`config.mk`:
```
export PLATFORM = sky130hd
export DESIGN_NAME = dwc_upconv_wcmd_hold_buf
export DESIGN_NICKNAME = d
export VERILOG_FILES = /design/src/rtl/dwc_upconv_pkg.sv /design/src/rtl/dwc_hold_fifo_ctrl.sv /design/src/rtl/dwc_upconv_wcmd_hold_buf.sv
export SDC_FILE = /design/constraint.sdc
export NUM_CORES = 1
export LEC_CHECK = 0
export CORE_MARGIN = 1.5
export CORE_UTILIZATION = 40
export CTS_CLUSTER_SIZE = 20
export DETAILED_ROUTE_END_ITERATION = 7
export DONT_BUFFER_PORTS = 1
export PLACE_DENSITY = 0.56
export SLEW_MARGIN = 30
export SYNTH_ARGS = -nofsm -noshare
export SYNTH_HDL_FRONTEND = slang
export SYNTH_SLANG_ARGS = --single-unit
```
`constraint.sdc`:
```
create_clock -name clk -period 6.3 [get_ports clk]
set_clock_uncertainty 0.15 [all_clocks]
set_input_delay 1.575 -clock clk [delete_from_list [all_inputs] [get_ports clk]]
set_output_delay 1.575 -clock clk [all_outputs]
set_load 0.01 [all_outputs]
```
`src/rtl/dwc_upconv_pkg.sv`:
```
// Shared types and decode for the up-converter command hold buffers.
// The decoded-entry struct is sized by the package constants below.
package dwc_upconv_pkg;

    localparam int unsigned DWC_DATA_WIDTH_OUT = 64;
    localparam int unsigned DWC_ADDR_WIDTH     = 6;
    localparam int unsigned DWC_BOUND_WIDTH    = 5;
    localparam int unsigned DWC_LEN_WIDTH      = 8;

    // Raw descriptor fields followed by the fields derived at push time.
    typedef struct packed {
        logic [DWC_BOUND_WIDTH-1:0] to_boundary;
        logic [DWC_ADDR_WIDTH-1:0]  addr;
        logic [2:0]                 size;
        logic [DWC_LEN_WIDTH-1:0]   wlen_mst;
        logic                       extend_tx;
        logic                       wrap_flag;
        logic                       fixed_flag;
        logic [7:0]                 size_shifted;
        logic [DWC_ADDR_WIDTH-1:0]  mask_addr;
        logic                       aligned_wrap;
        logic                       second_wrap_burst;
        logic                       extend_wrap;
    } entry_t;

    localparam int unsigned ENTRY_W = $bits(entry_t);

    // Builds a decoded entry; width_out_bytes is the downstream beat size in bytes.
    function automatic entry_t decode_entry(
        input logic [DWC_BOUND_WIDTH-1:0] to_boundary,
        input logic [DWC_ADDR_WIDTH-1:0]  addr,
        input logic [2:0]                 size,
        input logic [DWC_LEN_WIDTH-1:0]   wlen_mst,
        input logic                       extend_tx,
        input logic                       wrap_flag,
        input logic                       fixed_flag,
        input int unsigned                width_out_bytes
    );
        entry_t                   e;
        logic [31:0]              mask_full;
        logic [DWC_LEN_WIDTH-1:0] bound_ext;
        e             = '0;
        e.to_boundary = to_boundary;
        e.addr        = addr;
        e.size        = size;
        e.wlen_mst    = wlen_mst;
        e.extend_tx   = extend_tx;
        e.wrap_flag   = wrap_flag;
        e.fixed_flag  = fixed_flag;
        e.size_shifted = 8'(1) << size;
        // Byte-lane bits of the beat that sit above the transfer size.
        mask_full   = (width_out_bytes - 32'd1) & ~((32'd1 << size) - 32'd1);
        e.mask_addr = mask_full[DWC_ADDR_WIDTH-1:0];
        bound_ext   = DWC_LEN_WIDTH'(to_boundary);
        e.aligned_wrap      = (bound_ext == wlen_mst);
        e.second_wrap_burst = wrap_flag & ~extend_tx & ~e.aligned_wrap;
        e.extend_wrap       = wrap_flag & extend_tx;
        return e;
    endfunction

endpackage

```
`src/rtl/dwc_hold_fifo_ctrl.sv`:
```
// Pointer/occupancy control for a small hold FIFO fed from an FWFT source.
module dwc_hold_fifo_ctrl #(
    parameter int unsigned DEPTH = 2,
    localparam int unsigned PTR_W = (DEPTH > 1) ? $clog2(DEPTH) : 1,
    localparam int unsigned CNT_W = $clog2(DEPTH + 1)
) (
    input  logic             clk_i,
    input  logic             rst_i,
    input  logic             flush_i,
    input  logic             src_empty_i,
    input  logic             get_next_i,
    output logic             push_o,
    output logic [PTR_W-1:0] wr_ptr_o,
    output logic [PTR_W-1:0] rd_ptr_o,
    output logic             empty_o,
    output logic             full_o,
    output logic [CNT_W-1:0] count_o
);

    logic [PTR_W-1:0] wr_ptr_q, wr_ptr_d;
    logic [PTR_W-1:0] rd_ptr_q, rd_ptr_d;
    logic [CNT_W-1:0] count_q, count_d;
    logic             pop;

    function automatic logic [PTR_W-1:0] ptr_inc(input logic [PTR_W-1:0] p);
        return (p == PTR_W'(DEPTH - 1)) ? '0 : p + PTR_W'(1);
    endfunction

    // Status, handshake and next-state; flush overrides push and pop.
    always_comb begin
        empty_o  = (count_q == '0);
        full_o   = (count_q == CNT_W'(DEPTH));
        pop      = get_next_i & ~empty_o;
        // A pop frees the slot this cycle, so a full buffer can still accept.
        push_o   = ~rst_i & ~src_empty_i & ~flush_i & (~full_o | pop);
        wr_ptr_d = wr_ptr_q;
        rd_ptr_d = rd_ptr_q;
        count_d  = count_q;
        if (flush_i) begin
            wr_ptr_d = '0;
            rd_ptr_d = '0;
            count_d  = '0;
        end else begin
            if (push_o) wr_ptr_d = ptr_inc(wr_ptr_q);
            if (pop)    rd_ptr_d = ptr_inc(rd_ptr_q);
            case ({push_o, pop})
                2'b10:   count_d = count_q + CNT_W'(1);
                2'b01:   count_d = count_q - CNT_W'(1);
                default: count_d = count_q;
            endcase
        end
    end

    // Pointer and occupancy registers.
    always_ff @(posedge clk_i or posedge rst_i) begin
        if (rst_i) begin
            wr_ptr_q <= '0;
            rd_ptr_q <= '0;
            count_q  <= '0;
        end else begin
            wr_ptr_q <= wr_ptr_d;
            rd_ptr_q <= rd_ptr_d;
            count_q  <= count_d;
        end
    end

    assign wr_ptr_o = wr_ptr_q;
    assign rd_ptr_o = rd_ptr_q;
    assign count_o  = count_q;

endmodule

```
`src/rtl/dwc_upconv_wcmd_hold_buf.sv`:
```
// Multi-entry hold buffer for up-converter write commands. Descriptors are
// decoded on the way in so the head entry presents ready-to-use fields.
module dwc_upconv_wcmd_hold_buf
    import dwc_upconv_pkg::*;
#(
    parameter int unsigned DATA_WIDTH_OUT = DWC_DATA_WIDTH_OUT,
    parameter int unsigned ADDR_WIDTH     = DWC_ADDR_WIDTH,
    parameter int unsigned BOUND_WIDTH    = DWC_BOUND_WIDTH,
    parameter int unsigned LEN_WIDTH      = DWC_LEN_WIDTH,
    parameter int unsigned DEPTH          = 2,
    localparam int unsigned PTR_W = (DEPTH > 1) ? $clog2(DEPTH) : 1,
    localparam int unsigned CNT_W = $clog2(DEPTH + 1)
) (
    input  logic                   clk,
    input  logic                   rst,
    input  logic                   flush,
    input  logic                   src_fifo_empty,
    output logic                   src_fifo_rd_en,
    input  logic                   get_next,
    output logic                   buf_empty,
    output logic                   buf_full,
    output logic [CNT_W-1:0]       buf_count,
    input  logic [BOUND_WIDTH-1:0] to_boundary,
    input  logic [ADDR_WIDTH-1:0]  addr,
    input  logic [2:0]             size,
    input  logic [LEN_WIDTH-1:0]   wlen_mst,
    input  logic                   extend_tx,
    input  logic                   wrap_flag,
    input  logic                   fixed_flag,
    output logic [BOUND_WIDTH-1:0] to_boundary_out,
    output logic [ADDR_WIDTH-1:0]  addr_out,
    output logic [2:0]             size_out,
    output logic [LEN_WIDTH-1:0]   wlen_mst_out,
    output logic                   extend_tx_out,
    output logic                   wrap_flag_out,
    output logic                   fixed_flag_out,
    output logic [7:0]             size_shifted_out,
    output logic [ADDR_WIDTH-1:0]  mask_addr_out,
    output logic                   aligned_wrap_out,
    output logic                   second_wrap_burst_out,
    output logic                   extend_wrap_out
);

    localparam int unsigned WIDTH_OUT_BYTES = DATA_WIDTH_OUT / 8;

    logic [PTR_W-1:0] wr_ptr;
    logic [PTR_W-1:0] rd_ptr;
    logic             push;
    entry_t           new_entry;
    entry_t           head;
    entry_t           mem_q [DEPTH];
    entry_t           mem_d [DEPTH];

    dwc_hold_fifo_ctrl #(
        .DEPTH (DEPTH)
    ) u_ctrl (
        .clk_i       (clk),
        .rst_i       (rst),
        .flush_i     (flush),
        .src_empty_i (src_fifo_empty),
        .get_next_i  (get_next),
        .push_o      (push),
        .wr_ptr_o    (wr_ptr),
        .rd_ptr_o    (rd_ptr),
        .empty_o     (buf_empty),
        .full_o      (buf_full),
        .count_o     (buf_count)
    );

    assign src_fifo_rd_en = push;

    // Decode the incoming descriptor and stage it into the write slot.
    always_comb begin
        new_entry = decode_entry(to_boundary, addr, size, wlen_mst, extend_tx, wrap_flag,
                                 fixed_flag, WIDTH_OUT_BYTES);
        for (int i = 0; i < int'(DEPTH); i++) begin
            mem_d[i] = mem_q[i];
        end
        if (push) mem_d[wr_ptr] = new_entry;
    end

    // Entry storage; flush leaves contents in place, only reset clears them.
    always_ff @(posedge clk or posedge rst) begin
        if (rst) begin
            for (int i = 0; i < int'(DEPTH); i++) begin
                mem_q[i] <= '0;
            end
        end else begin
            for (int i = 0; i < int'(DEPTH); i++) begin
                mem_q[i] <= mem_d[i];
            end
        end
    end

    // Head outputs come straight from storage, never from the inputs.
    always_comb begin
        head                  = mem_q[rd_ptr];
        to_boundary_out       = head.to_boundary;
        addr_out              = head.addr;
        size_out              = head.size;
        wlen_mst_out          = head.wlen_mst;
        extend_tx_out         = head.extend_tx;
        wrap_flag_out         = head.wrap_flag;
        fixed_flag_out        = head.fixed_flag;
        size_shifted_out      = head.size_shifted;
        mask_addr_out         = head.mask_addr;
        aligned_wrap_out      = head.aligned_wrap;
        second_wrap_burst_out = head.second_wrap_burst;
        extend_wrap_out       = head.extend_wrap;
    end

endmodule
```
==> Word-level counts from Yosys, hierarchy flattened <==
Index checks and enable logic that the tools add are counted.
{ "totals": {"ff_bits": 88, "inputBits": 30, "output_inout_bits": 47} }
{ "classes": {"n_addsub": 5, "n_lt_le_gt_ge": 3, "n_eq_ne": 4, "shifts": 2, "mux": 14, "n_bitwise": 18, "n_reduce_logical": 5} }
{ "op_table": {"columns": ["op", "count"], "rows": [
  ["two-way mux 42 bit", 4],
  ["bitwise mux 84 bit", 1],
  ["demux 42 bit (select 1 bit)", 1],
  ["equality test 5 x 8 -> 1 bit", 1],
  ["<< shifter 1 x 3 -> 8 bit, first input constant", 1],
  ["bitwise AND 1 bit", 7],
  ["inverter 1 bit", 7],
  ["two-way mux 1 bit", 6],
  ["equality test 2 bit, second input constant", 2],
  [">= comparator 2 bit, second input constant", 2],
  ["inverter 1 -> 2 bit", 2],
  ["one-hot mux 2 bit (2 select lines)", 1],
  ["nonzero test 2 bit", 2],
  ["inverter 3 bit", 1],
  ["nonzero test 3 bit", 1],
  ["<< shifter 1 x 3 -> 3 bit, first input constant", 1],
  ["subtractor 3 x 1 -> 3 bit, second input constant", 1],
  ["adder 1 bit, second input constant", 2],
  ["adder 2 x 1 -> 2 bit, second input constant", 1],
  ["equality test 2 x 1 -> 1 bit, second input constant", 1],
  ["logical NOT 2 bit", 1],
  ["< comparator 2 x 1 -> 1 bit, second input constant", 1],
  ["two-way mux 2 bit", 1],
  ["subtractor 2 x 1 -> 2 bit, second input constant", 1],
  ["2 further kinds", 2]
]} }

==> Longest topological paths before layout <==
Gate-level depths: netlist of the first run.
{ "depth": {"word_depth": 8, "mapped_depth": 5} }

==> Hierarchy <==
A second synthesis of the first run with hierarchy kept.
{ "unflattened": {"hier_cells": 286, "area_unflattened_um2": 3663.5} }
{ "modules_own_cells": {"columns": ["mod", "n_inst", "cells_per_inst", "area_per_inst_um2", "seq_area_each_um2"], "rows": [
  ["dwc_upconv_wcmd_hold_buf", 1, 259, 3407.0, 1901.8],
  ["dwc_hold_fifo_ctrl", 1, 27, 256.5, 100.1]
]} }

==> Least setup slack after synthesis of the first run <==
No wires, ideal clock.
{ "synth_path": {"path_kind": "input-to-output", "from": "input port get_next", "to": "output port src_fifo_rd_en", "arrival_time_ns": 2.186, "required_time_ns": 4.575, "path_slack_ns": 2.389, "stages": 2, "n_path_buf": 0, "path_cell_list": "or3b_4 > and3b_1"} }
{ "synth_via": {"elab_chain_cells": 3} }
{ "synth_rtl": {"columns": ["element", "line_no", "text"], "rows": [
  ["start: declaration", "dwc_upconv_wcmd_hold_buf.sv:19", "input logic get_next,"],
  ["bitwise AND 1 bit", "dwc_hold_fifo_ctrl.sv:33", "pop = get_next_i & ~empty_o;"],
  ["bitwise OR 1 bit", "dwc_hold_fifo_ctrl.sv:35", "push_o = ~rst_i & ~src_empty_i & ~flush_i & (~full_o | pop);"],
  ["bitwise AND 1 bit", "dwc_hold_fifo_ctrl.sv:35", null],
  ["end: declaration", "dwc_upconv_wcmd_hold_buf.sv:18", "output logic src_fifo_rd_en,"]
]} }
Every way passes these cells.

==> Worst setup path after layout of the first run <==
Ends and elaborated chain as after synthesis.

==> impl_metrics.csv, run 1 <==
group,metric,value,unit
run_status,status,"finished clean",
drt,wl,7057,um
yosys,syn_area_per_cell,14.41,um^2
grt,grt_pass1_vias,2164,
layout,syn2layout_area_growth,6.504,%
clock_tree,path_clk_slew,0.08,ns
clock_tree,postCtsSetupBuffers,0,
grt,grtUsageTotal,0.1494,
sta,timing.fmax,0.2550,GHz
layout,layout-drive-gt1-share,0.4719,
grt,grt_max_degree,81,
drt,drc,0,
worst_hold_path,hold_path.class,"flip-flop to flip-flop",
layout,n_antenna_cell,0,
grt,grt_pass1_wl,11490,um
grt,use_met2,0.2220,
worst_hold_path,whs_path_depth,2,
pwr,vdd_drop_max,0.0001425,V
drt,drt_iter0_markers,40,
drt,vias_per_cell,5.078,
clock_tree,cts_tree,"done",
sta,setup_viol,0,
yosys,synth_top_flop_cell,"dfrtp_1",
sta,timing.final.ws_setup,2.379,ns
setup_path,crit_path_end_kind,"output pin",
clock_tree,cts_buffer_depth,2,
setup_path,critPathRequiredTime,4.58,ns
yosys,async_flop_share,1.000,
setup_path,cp_data_arrival_time,2.20,ns
yosys,yosys_warnings,0,
flow_run,max_cap_viol_count,0,
floorplan,ios,77,
floorplan,die_h,101.1,um
grt,grt_busiest_layer,"met2",
grt,grt-ovfl-total,0,
clock_tree,cts_sinks,80,
place,io_buffer_count,0,
setup_path,ff2ff_path_depth,3,
floorplan,die_area,10220,um^2
yosys,yosysTopAreaCell,"dfrtp_1",
yosys,yosys.area.top_type_share,0.5203,
floorplan,core,9284,um^2
grt,antenna_found_initial,0,
sta,worst_slew_pin_slew,0.8196,ns
clock_tree,insertion_delay,0.34,ns
drt,drtAntennaViolNets,0,
clock_tree,cts.repair.resized,0,
pwr,powerDensity,330.2,nW/um^2
floorplan,initial_core_util,0.4144,
sta,period_share,0.6224,
sta,final_hold_viol_count,0,
yosys,synthesis.area,3847,um^2
yosys,synth.most_common_cell,"dfrtp_1",
yosys,synth_cells,267,
drt,dr_total_vias,2011,
clock_tree,root_buffer,"clkbuf_8",
pwr,leakage,1.887,nW
setup_path,critical_path_class,"input port to output pin",
pwr,total_power,1.353,mW
floorplan,die_w,101.1,um
drt,routedWlPerCell,17.82,um
setup_path,start_kind,"input port",
place,hpwl,4147,um
layout,nets,292,
setup_path,crit_chain,"or3b_4 -> and3b_1",
setup_path,max_stage_delay,0.40,ns
sta,finalMaxSlewViolations,0,
setup_path,crit_cells,2,
sta,period_needed,3.921,ns
yosys,seq_area_frac_synth,0.5203,
floorplan,rows,35,
drt,firstDrtPassIters,4,
sta,setup-tns-final,0,ns
clock_tree,htreeDepth,3,
sta,relSlewSlack,0.4536,
layout,fill_cells,859,
clock_tree,holdBufCountCts,0,
yosys,synth_edf_count,0,
setup_path,critPathBufInv,0,
setup_path,cp_top_family,"simple AND/OR/NAND/NOR gates",
sta,rsz0062_at_grt,"no",
yosys,ys_types,33,
setup_path,critPathMaxFanout,6,
place,place_ws,2.376,ns
grt,grt_util_met3,0.04438,
place,dp.cells,380,
place,gp_congestion,0.6463,
layout,finalNonFillerCells,396,
clock_tree,numCtsBuffers,9,
grt,grt_util_met1,0.2012,
yosys,synthTopCellsByArea,"dfrtp_1 (52%), mux2_2 (21%), mux2_4 (12%)",
yosys,synth-seq-cells,80,
yosys,ys_top_cells_by_count,"dfrtp_1 (80), mux2_2 (73), mux2_4 (30), nand2_1 (13), o21ai_0 (8)",
setup_path,cp_slowest_cell,"or3b_4",
final cells by class:
type | instances | area [um^2] | area share
clock buffer | 10 | 137.6 | 0.03359
clock inverter | 6 | 92.59 | 0.02260
inverter | 1 | 5.005 | 0.001221
multi-input combinational | 169 | 1684 | 0.4110
sequential | 80 | 2006 | 0.4895
tap | 129 | 161.4 | 0.03939
timing repair buffer | 1 | 11.26 | 0.002748
power breakdown:
part           switching (mW)  internal (mW)
clock network           0.195          0.235
logic                  0.0997          0.151
registers              0.0552          0.616
sequential cells by signal, indices dropped and copies added (netlist names):
signal and flops:
mem_q 76, u_ctrl.count_o 2, u_ctrl.rd_ptr_o 1, u_ctrl.wr_ptr_o 1
cells by family (layout without fill, tap and decap cells):
| family | Yosys count | after routing | share of synthesized area |
|---|---|---|---|
| buffers and inverters | 20 | 18 | 0.04390 |
| other | 1 | 3 | 0.0009747 |
| AO/OA/AOI/OAI | 17 | 17 | 0.02666 |
| AND/OR/NAND/NOR | 39 | 39 | 0.06082 |
| flip-flops | 80 | 80 | 0.5203 |
| XOR/XNOR | 6 | 6 | 0.01366 |
| multiplexers | 104 | 104 | 0.3337 |
final timing paths:
kind                       slack, ns         endpoint               from
min                             0.33        mem_q[10]          mem_q[10]
min in group asynchronous       1.14        mem_q[75]                rst
max reg2reg                     4.01        mem_q[30]  u_ctrl.count_o[1]
max in group asynchronous       4.30  u_ctrl.rd_ptr_o                rst
min reg2reg                     0.33        mem_q[10]          mem_q[10]
max                             2.38   src_fifo_rd_en           get_next
through the flow:
| step | util | hold slack [ns] | area [um^2] |
|---|---|---|---|
| 2_1_floorplan | - | 0.2876 | 3855 |
| 3_3_place_gp | 0.4159 | 0.2995 | 3861 |
| 3_5_place_dp | 0.4166 | 0.3162 | 3867 |
| 4_1_cts | 0.4414 | 0.3355 | 4098 |
| 5_1_grt | 0.4414 | 0.3696 | 4098 |
| 6_report | 0.4414 | 0.3284 | 4098 |
metal layers:
layer | wire [um] | vias to the layer above
met5 | 0 | -
met4 | 134 | 0
met3 | 490 | 11
met2 | 3148 | 55
met1 | 3283 | 1012
li1 | - | 933
placed cells by master, fill, tap and decap left out, drive strengths merged, types with 2 or more instances in the layout:
cell      Yosys  routed
clkbuf        5      10
xnor2         4       4
nand2b        3       3
nor3b         2       2
o21ai         8       8
nor2b         2       2
and3b         3       3
clkinv        0       3
xor2          2       2
clkinvlp      0       2
nor2          8       8
o41ai         2       2
nand3         2       2
a211oi        2       2
conb          1       3
mux2        104     104
a21oi         3       3
nand2        13      13
o31ai         2       2
dfrtp        80      80
bufinv        0       2
No activity file was read; power rests on OpenSTA's default activity.
==> run 2: changes to the inputs <==
--- a/config.mk
+++ b/config.mk
@@ -10,7 +10,7 @@
 export CTS_CLUSTER_SIZE = 20
 export DETAILED_ROUTE_END_ITERATION = 7
 export DONT_BUFFER_PORTS = 1
-export PLACE_DENSITY = 0.56
+export PLACE_DENSITY = 0.58
 export SLEW_MARGIN = 30
 export SYNTH_ARGS = -nofsm -noshare
 export SYNTH_HDL_FRONTEND = slang
==> constraint.sdc (replaced) <==
create_clock -name clk -period 3.5 [get_ports clk]
set_clock_uncertainty 0.15 [all_clocks]
set_input_delay 0.875 -clock clk [delete_from_list [all_inputs] [get_ports clk]]
set_output_delay 0.875 -clock clk [all_outputs]
set_load 0.01 [all_outputs]
==> impl_metrics.csv, run 2 (same netlist as run 1, synthesis figures left out) <==
group,metric,value,unit
drt,wl,7104,um
drt,drtAntennaViolNets,0,
drt,drc,0,
sta,setup_viol,0,
sta,worst_slew_pin_slew,0.6245,ns
layout,nets,296,
place,io_buffer_count,0,
setup_path,start_kind,"flip-flop",
sta,setup-tns-final,0,ns
drt,vias_per_cell,5.148,
sta,timing.fmax,0.3617,GHz
layout,n_antenna_cell,0,
sta,finalMaxSlewViolations,0,
pwr,vdd_drop_max,0.0003193,V
setup_path,worst_r2r_endpoint,"mem_q[30]",
sta,timing.final.ws_setup,0.7351,ns
sta,rsz0062_at_grt,"no",
drt,routed.top_layer,"met4",
setup_path,critical_path_class,"flip-flop to output pin",
clock_tree,postCtsSetupBuffers,0,
grt,grt_max_degree,45,
setup_path,cp_slowest_cell,"dfrtp_2",
place,place_ws,0.9194,ns
setup_path,critPathBufInv,1,
clock_tree,insertion_delay,0.34,ns
clock_tree,cts_buffer_depth,2,
sta,whs,0.2696,ns
setup_path,critPathRequiredTime,2.47,ns
place,gp_congestion,0.6950,
floorplan,rows,35,
clock_tree,path_clk_slew,0.08,ns
flow_run,max_cap_viol_count,0,
drt,firstDrtPassIters,4,
setup_path,rr_startpoint,"u_ctrl.count_o[1]",
drt,drt_iter0_markers,28,
worst_hold_path,hold_path.class,"input port to asynchronous set/reset pin",
floorplan,die_h,101.1,um
layout,final_cell_mix,"dfrtp_1 (79), mux2_2 (73), mux2_4 (30)",
grt,grt_pass1_vias,2137,
grt,antenna_found_initial,0,
floorplan,die_w,101.1,um
setup_path,ff2ff_path_depth,4,
layout,top_register,"mem_q",
clock_tree,holdBufCountCts,0,
layout,largest_reg_flops,76,
floorplan,ios,77,
grt,grt-ovfl-total,0,
drt,route.met3.wl,465,um
drt,wl_met2,3343,um
floorplan,initial_core_util,0.4144,
clock_tree,cts.repair.resized,0,
place,hpwl,4642,um
setup_path,crit_path_end_kind,"output pin",
clock_tree,cts_tree,"done",
clock_tree,root_buffer,"clkbuf_8",
drt,met1Wirelength,3264,um
pwr,leakage,1.919,nW
grt,grt_pass1_wl,11250,um
sta,period_share,0.7900,
sta,relSlewSlack,0.5837,
layout,syn2layout_area_growth,7.577,%
sta,period_needed,2.765,ns
layout,final_common_cell,"dfrtp_1",
run_status,status,"finished clean",
setup_path,cp_top_family,"flip-flops",
floorplan,core,9284,um^2
setup_path,max_stage_delay,0.68,ns
pwr,powerDensity,593.7,nW/um^2
setup_path,critPathMaxFanout,19,
layout,utilization,0.4458,
drt,routedWlPerCell,17.76,um
clock_tree,numCtsBuffers,9,
grt,grtUsageTotal,0.1468,
layout,layout-drive-gt1-share,0.4760,
setup_path,cp_data_arrival_time,1.74,ns
clock_tree,cts_sinks,80,
clock_tree,htreeDepth,3,
floorplan,die_area,10220,um^2
drt,dr_total_vias,2059,
setup_path,regToRegSetupSlack,1.32,ns
setup_path,crit_chain,"buf_4 -> mux2_2",
sta,final_hold_viol_count,0,
## run 2: how the worst max path moves through the flow
stage,endpoint,start,slack (ns),cells past startpoint
CTS,size_shifted_out[2],u_ctrl.rd_ptr_o,0.68,2
global placement,mem_q[44],src_fifo_empty,0.95,3
detailed placement,mem_q[44],src_fifo_empty,0.92,3
global route,size_shifted_out[2],u_ctrl.rd_ptr_o,0.62,2
floorplan,mem_q[0],rst,0.42,1
finish,size_shifted_out[2],u_ctrl.rd_ptr_o,0.74,2
## run 2: power by group
part           internal, mW  switching, mW
Clock                 0.472          0.318
Sequential             1.11         0.0942
Combinational         0.274          0.190
Total                  1.85          0.603
## run 2: per-stage QoR
stage	std cells	power [mW]	instance area [um^2]
2_1_floorplan	269	1.616	3855
3_3_place_gp	384	1.678	3904
3_5_place_dp	384	1.694	3904
4_1_cts	400	2.507	4139
5_1_grt	400	2.591	4139
6_report	400	2.457	4139
## run 2: layer usage
metal,track usage,vias to the layer above
met5,0,-
met2,0.2287,68
li1,-,936
met4,0.03419,0
met3,0.06103,2
met1,0.1906,1053
## run 2: area by class of cell
cell class | instances | area (um^2)
Sequential cell | 80 | 2003
Inverter | 1 | 5.005
Timing Repair Buffer | 5 | 50.05
Clock buffer | 10 | 127.6
Multi-Input combinational cell | 169 | 1684
Fill cell | 883 | 5145
Clock inverter | 6 | 107.6
Tap cell | 129 | 161.4
## run 2: worst reg2reg max path, stage by stage, from the launching register on
cell and delay (ns):
dfrtp_1 0.50, or3b_4 0.46, nand3b_4 0.33, buf_12 0.27
mux2_2 0.36
==> variant 1: new RTL, config.mk and constraints of run 1 <==
The package constant `DWC_BOUND_WIDTH` goes from 5 to 10.
--- a/src/rtl/dwc_upconv_pkg.sv
+++ b/src/rtl/dwc_upconv_pkg.sv
@@ -4,7 +4,7 @@
 
     localparam int unsigned DWC_DATA_WIDTH_OUT = 64;
     localparam int unsigned DWC_ADDR_WIDTH     = 6;
-    localparam int unsigned DWC_BOUND_WIDTH    = 5;
+    localparam int unsigned DWC_BOUND_WIDTH    = 10;
     localparam int unsigned DWC_LEN_WIDTH      = 8;
 
     // Raw descriptor fields followed by the fields derived at push time.
Ports: changed (resized to_boundary and to_boundary_out); port bits go from 77 to 87. The function was not compared with the original's and may differ.
==> variant 1 against run 1 <==
- count of clock-buffer cells in the layout did not move
- sequential cell count rose by 10
- critical path depth did not move
- cell area rose by 7.7%
- power rose by 4.5%
- sequential power rose by 13%
- synthesized area rose by 9.8%
- setup slack got worse by 2.7 ps
- wire length rose by 11%
- largest cell class unchanged
- non-clock buffer count fell by 1
- largest power group unchanged
==> variant 1: results (changes against run 1) <==
- Power share of the sequential group: 0.535 (was 0.496)
- Mapped Cells: 300 (was 267)
* Post-layout net count: 326 (was 292)
* Worst max-slew margin expressed relative to the limit: 0.462 (was 0.454)
- Vias in the first global route: 2435 (was 2164)
* Clock root cell: sky130_fd_sc_hd__clkbuf_8 (unchanged)
* Library cells used by synthesis: 31 (was 33)
* Combinational share of power: 0.182 (was 0.185)
- The number of enable-type register cells in the synthesized netlist came to 0 (unchanged).
- Worst endpoint data arrival time: 2200 ps (about the same)
- Max reg flops: 86 (was 76)
- The via count is 2238 (was 2011).
* Pin count of the biggest net entering global routing: 91 (was 81)
- The total placed instance area came to 4210 sq um (was 3870 sq um).
- The mux share of post-synthesis cell area was 0.312 (was 0.334).
- The total half-perimeter wirelength after legalization and detailed placement is 4750 um (was 4150 um).
* Compound-gate portion of the synthesized area: 0.0287 (was 0.0267)
- Post-placement worst setup slack: 2380 ps (about the same)
- The number of warnings issued by yosys came to 0 (unchanged).
* # fillers: 957 (was 859)
* Most area-consuming cells after synthesis: sky130_fd_sc_hd__dfrtp_1 (53%), sky130_fd_sc_hd__mux2_2 (30%), sky130_fd_sc_hd__xnor2_1 (1.7%) (was sky130_fd_sc_hd__dfrtp_1 (52%), sky130_fd_sc_hd__mux2_2 (21%), sky130_fd_sc_hd__mux2_4 (12%))
- Quantity of I/O buffers inserted on ports: 0 (unchanged)
- Maximum clock path buffer count: 2 (unchanged)
- The routed via count divided by cell count came to 5.18 (was 5.08).
- The total global routing track utilization came to 0.150 (was 0.149).
* CP max stage delay: 400 ps (about the same)
- The async set or reset register ratio after synthesis was 1.00 (unchanged).
* Power in sequential cells: 757 uW (was 671 uW)
- The XOR/XNOR share of the synthesized area was 0.0187 (was 0.0137).
* Peak fanout along the critical path: 6 (unchanged)
- The maximum VDD drop was 0.000200 V (was 0.000143 V).
* Switching share of power: 0.269 (was 0.259)
- Count of placed standard cells including taps: 416 (was 380)
* Violation count after the first detailed-routing iteration: 47 (was 40)
- First-pass GRT wire length: 12900 um (was 11500 um)
* Most frequently used flop master after synthesis: sky130_fd_sc_hd__dfrtp_1 (unchanged)
- Top post-synthesis cells by count: sky130_fd_sc_hd__mux2_2 (114), sky130_fd_sc_hd__dfrtp_1 (90), sky130_fd_sc_hd__nand2_1 (15) (was sky130_fd_sc_hd__dfrtp_1 (80), sky130_fd_sc_hd__mux2_2 (73), sky130_fd_sc_hd__mux2_4 (30)).
* Run status: finished clean (unchanged)
* Fraction of layout instances using a drive strength above 1: 0.459 (was 0.472)
- Initial antenna violation count: 0 (unchanged)
* Placer congestion estimate: 0.697 (was 0.646)
- The sequential cell area fraction in the yosys report is 0.533 (was 0.520).
- The cell leakage power came to 1.92 nW (was 1.89 nW).
- Routed length per instance: 18.2 um (was 17.8 um)
variant 1: worst paths after layout:
check,slack (ps),from,cells past startpoint,end
setup / recovery,2380,get_next,2,src_fifo_rd_en
hold / removal,330,mem_q[1],2,mem_q[1]
setup reg to reg,4070,u_ctrl.count_o[1],3,mem_q[13]
hold reg to reg,330,mem_q[1],2,mem_q[1]
max in group asynchronous,4320,rst,1,u_ctrl.rd_ptr_o
min in group asynchronous,1100,rst,1,u_ctrl.count_o[0]
variant 1: cell type report:
type / count / area [sq um] / area share
tap: 136 / 170 / 0.0386
multi-input combinational: 189 / 1770 / 0.402
clock buffer: 10 / 138 / 0.0312
sequential: 90 / 2260 / 0.511
clock inverter: 6 / 66.3 / 0.0150
inverter: 1 / 8.76 / 0.00198
variant 1: metal layers:
metal  vias up  global-route usage  wire length [um]
li1       1032                   -                 -
met1      1152               0.186              3600
met2        46               0.242              3740
met3         8              0.0513               418
met4         0              0.0521               103
met5         -                   0                 0
==> variant 2: new RTL, config.mk and constraints of run 1 <==
Made on the original files. Put a register stage on the output `wrap_flag_out`, without a reset. The value now appears one clock later. The other outputs are not delayed to match.
--- a/src/rtl/dwc_upconv_wcmd_hold_buf.sv
+++ b/src/rtl/dwc_upconv_wcmd_hold_buf.sv
@@ -42,6 +42,8 @@
 );
 
     localparam int unsigned WIDTH_OUT_BYTES = DATA_WIDTH_OUT / 8;
+
+    logic wrap_flag_d;
 
     logic [PTR_W-1:0] wr_ptr;
     logic [PTR_W-1:0] rd_ptr;
@@ -100,7 +102,7 @@
         size_out              = head.size;
         wlen_mst_out          = head.wlen_mst;
         extend_tx_out         = head.extend_tx;
-        wrap_flag_out         = head.wrap_flag;
+        wrap_flag_d           = head.wrap_flag;
         fixed_flag_out        = head.fixed_flag;
         size_shifted_out      = head.size_shifted;
         mask_addr_out         = head.mask_addr;
@@ -109,4 +111,8 @@
         extend_wrap_out       = head.extend_wrap;
     end
 
+    always_ff @(posedge clk) begin
+        wrap_flag_out <= wrap_flag_d;
+    end
+
 endmodule
Check against the original RTL: not equivalent (a bounded check fails within 4 cycles, from zero or initial values and one cycle with rst high).
==> variant 2 against run 1 <==
- die area up 6.6%
- sequential cell count up 1
- clock power down 23%
- synthesized cell count up 12%
- register-to-register slack worse by 30 ps
- synthesized area up 6.8%
- power down 6.4%
- global-route usage down 0.33 points
- cell area down 1.1%
- sequential power up 1%
- setup slack worse by 14 ps
- wire length up 6.7%
==> variant 2: results (changes against run 1) <==
- The count of cells resized by post-cts repair came to 0 (unchanged).
- Max-cap viol count: 0 (unchanged)
- Most frequently used flop master after synthesis: sky130_fd_sc_hd__dfrtp_1 (unchanged)
* Overall Global Routing Usage: 0.146 (was 0.149)
* Layout Cells excl Fill: 400 (was 396)
* Count of placed standard cells including taps: 385 (was 380)
* Fraction of layout instances using a drive strength above 1: 0.464 (was 0.472)
- The first-pass iteration count of the detailed router was 4 (unchanged).
* Achievable clock frequency: 0.254 GHz (was 0.255 GHz)
- Min-delay src: mem_q[0] (was mem_q[10])
* Path type of the worst min-delay path: reg -> reg (unchanged)
* Worst max-slew margin expressed relative to the limit: 0.441 (was 0.454)
- # fillers: 918 (was 859)
- The via count is 2054 (was 2011).
* Most area-consuming cells after synthesis: sky130_fd_sc_hd__dfrtp_1 (49%), sky130_fd_sc_hd__mux2_2 (20%), sky130_fd_sc_hd__mux2_4 (11%) (was sky130_fd_sc_hd__dfrtp_1 (52%), sky130_fd_sc_hd__mux2_2 (21%), sky130_fd_sc_hd__mux2_4 (12%))
- Number of clock buffers inserted by TritonCTS: 9 (unchanged)
* Post-CTS Setup Repair Bufs: 0 (unchanged)
* Total global routing overflow: 0 (unchanged)
* Reg2reg start: u_ctrl.count_o[1] (unchanged)
- Initial antenna violation count: 0 (unchanged)
- The detailed router's first-iteration violation count is 57 (was 40).
- The maximum VDD drop was 0.000212 V (was 0.000143 V).
* Library cells used by synthesis: 34 (was 33)
- Placer congestion estimate: 0.685 (was 0.646)
- The first-pass GRT wire length is 12100 um (was 11500 um).
- The number of nets in the finished design was 293 (was 292).
- The synthesized area divided by synthesized cell count is 13.7 sq um (was 14.4 sq um).
- The buffer cell driving the clock tree root was sky130_fd_sc_hd__clkbuf_8 (unchanged).
- Routed length per instance: 18.8 um (was 17.8 um)
- Worst setup path startpoint: get_next (unchanged)
* Worst endpoint data arrival time: approximately 2200 ps
- CP max stage delay: 400 ps (about the same)
* Sequential fraction of the synthesis area: 0.492 (was 0.520)
- The total half-perimeter wirelength after legalization and detailed placement came to 4380 um (was 4150 um).
- The setup slack on the worst flop-to-flop path was 3980 ps (was 4010 ps).
* Antenna Diode Count: 0 (unchanged)
* Leakage power: 1.88 nW (was 1.89 nW)
- Top post-synthesis cells by count: sky130_fd_sc_hd__dfrtp_1 (80), sky130_fd_sc_hd__mux2_2 (73), sky130_fd_sc_hd__buf_4 (37) (was sky130_fd_sc_hd__dfrtp_1 (80), sky130_fd_sc_hd__mux2_2 (73), sky130_fd_sc_hd__mux2_4 (30))
- The async set or reset register ratio after synthesis was 0.988 (was 1.00).
* Reg2reg path depth: 3 (unchanged)
- Endpoint of the most critical register-to-register path: mem_q[30] (unchanged)
- Run status: finished clean (unchanged).
## variant 2: cell count changes in the layout (fill, tap and decap cells not counted)
| cell | run 1 | this run |
|---|---|---|
| sky130_fd_sc_hd__clkbuf_1 | 0 | 1 |
| sky130_fd_sc_hd__bufinv_16 | 2 | 0 |
| sky130_fd_sc_hd__dfxtp_1 | 0 | 1 |
| sky130_fd_sc_hd__clkinv_4 | 2 | 0 |
| sky130_fd_sc_hd__clkinvlp_4 | 2 | 0 |
| sky130_fd_sc_hd__clkinv_2 | 1 | 5 |
## variant 2: worst min-delay path by stage
stage,to,slack [ps],cells past startpoint
final,mem_q[0],330,2
after global routing,mem_q[51],360,2
after CTS,mem_q[51],330,2
after detailed placement,mem_q[51],310,2
after global placement,mem_q[51],300,2
after floorplan,mem_q[9],290,2
## variant 2: per-stage QoR
step           area (sq um)  hold slack [ps]
3_3_place_gp           3890              303
4_1_cts                4050              333
2_1_floorplan          4120              288
5_1_grt                4050              360
6_report               4050              325
3_5_place_dp           3890              314
## variant 2: worst min-delay path, cell delays in order (launching register included)
cell and delay (ps):
sky130_fd_sc_hd__dfrtp_1 340, sky130_fd_sc_hd__nand2_1 40, sky130_fd_sc_hd__o21ai_0 60
## variant 2: final cells by class
class / instances / area share
tap: 133 / 0.0410
clock buffer: 11 / 0.0349
sequential: 81 / 0.500
timing repair buffer: 1 / 0.00278
inverter: 1 / 0.00123
clock inverter: 4 / 0.00494
multi-input combinational: 169 / 0.415
## variant 2: metal layers
| metal | vias up | GRT usage | share of wire |
|---|---|---|---|
| met4 | 0 | 0.0417 | 0.013 |
| met1 | 1051 | 0.184 | 0.45 |
| met2 | 68 | 0.224 | 0.46 |
| li1 | 929 | - | - |
| met5 | - | 0 | 0 |
| met3 | 6 | 0.0689 | 0.072 |
## variant 2: cells by family (layout without fill, tap and decap cells)
logic type	Yosys count	count (layout)	synth area share
flip-flops	81	81	0.492
buffers and inverters	52	17	0.0996
AND/OR/NAND/NOR	39	39	0.0570
XOR/XNOR	6	6	0.0128
other	1	3	0.000913
AO/OA/AOI/OAI	17	17	0.0250
multiplexers	104	104	0.313
## variant 2: report_power, final
part,internal (mW),switching [mW]
logic,0.151,0.101
clock network,0.149,0.183
registers,0.624,0.0571
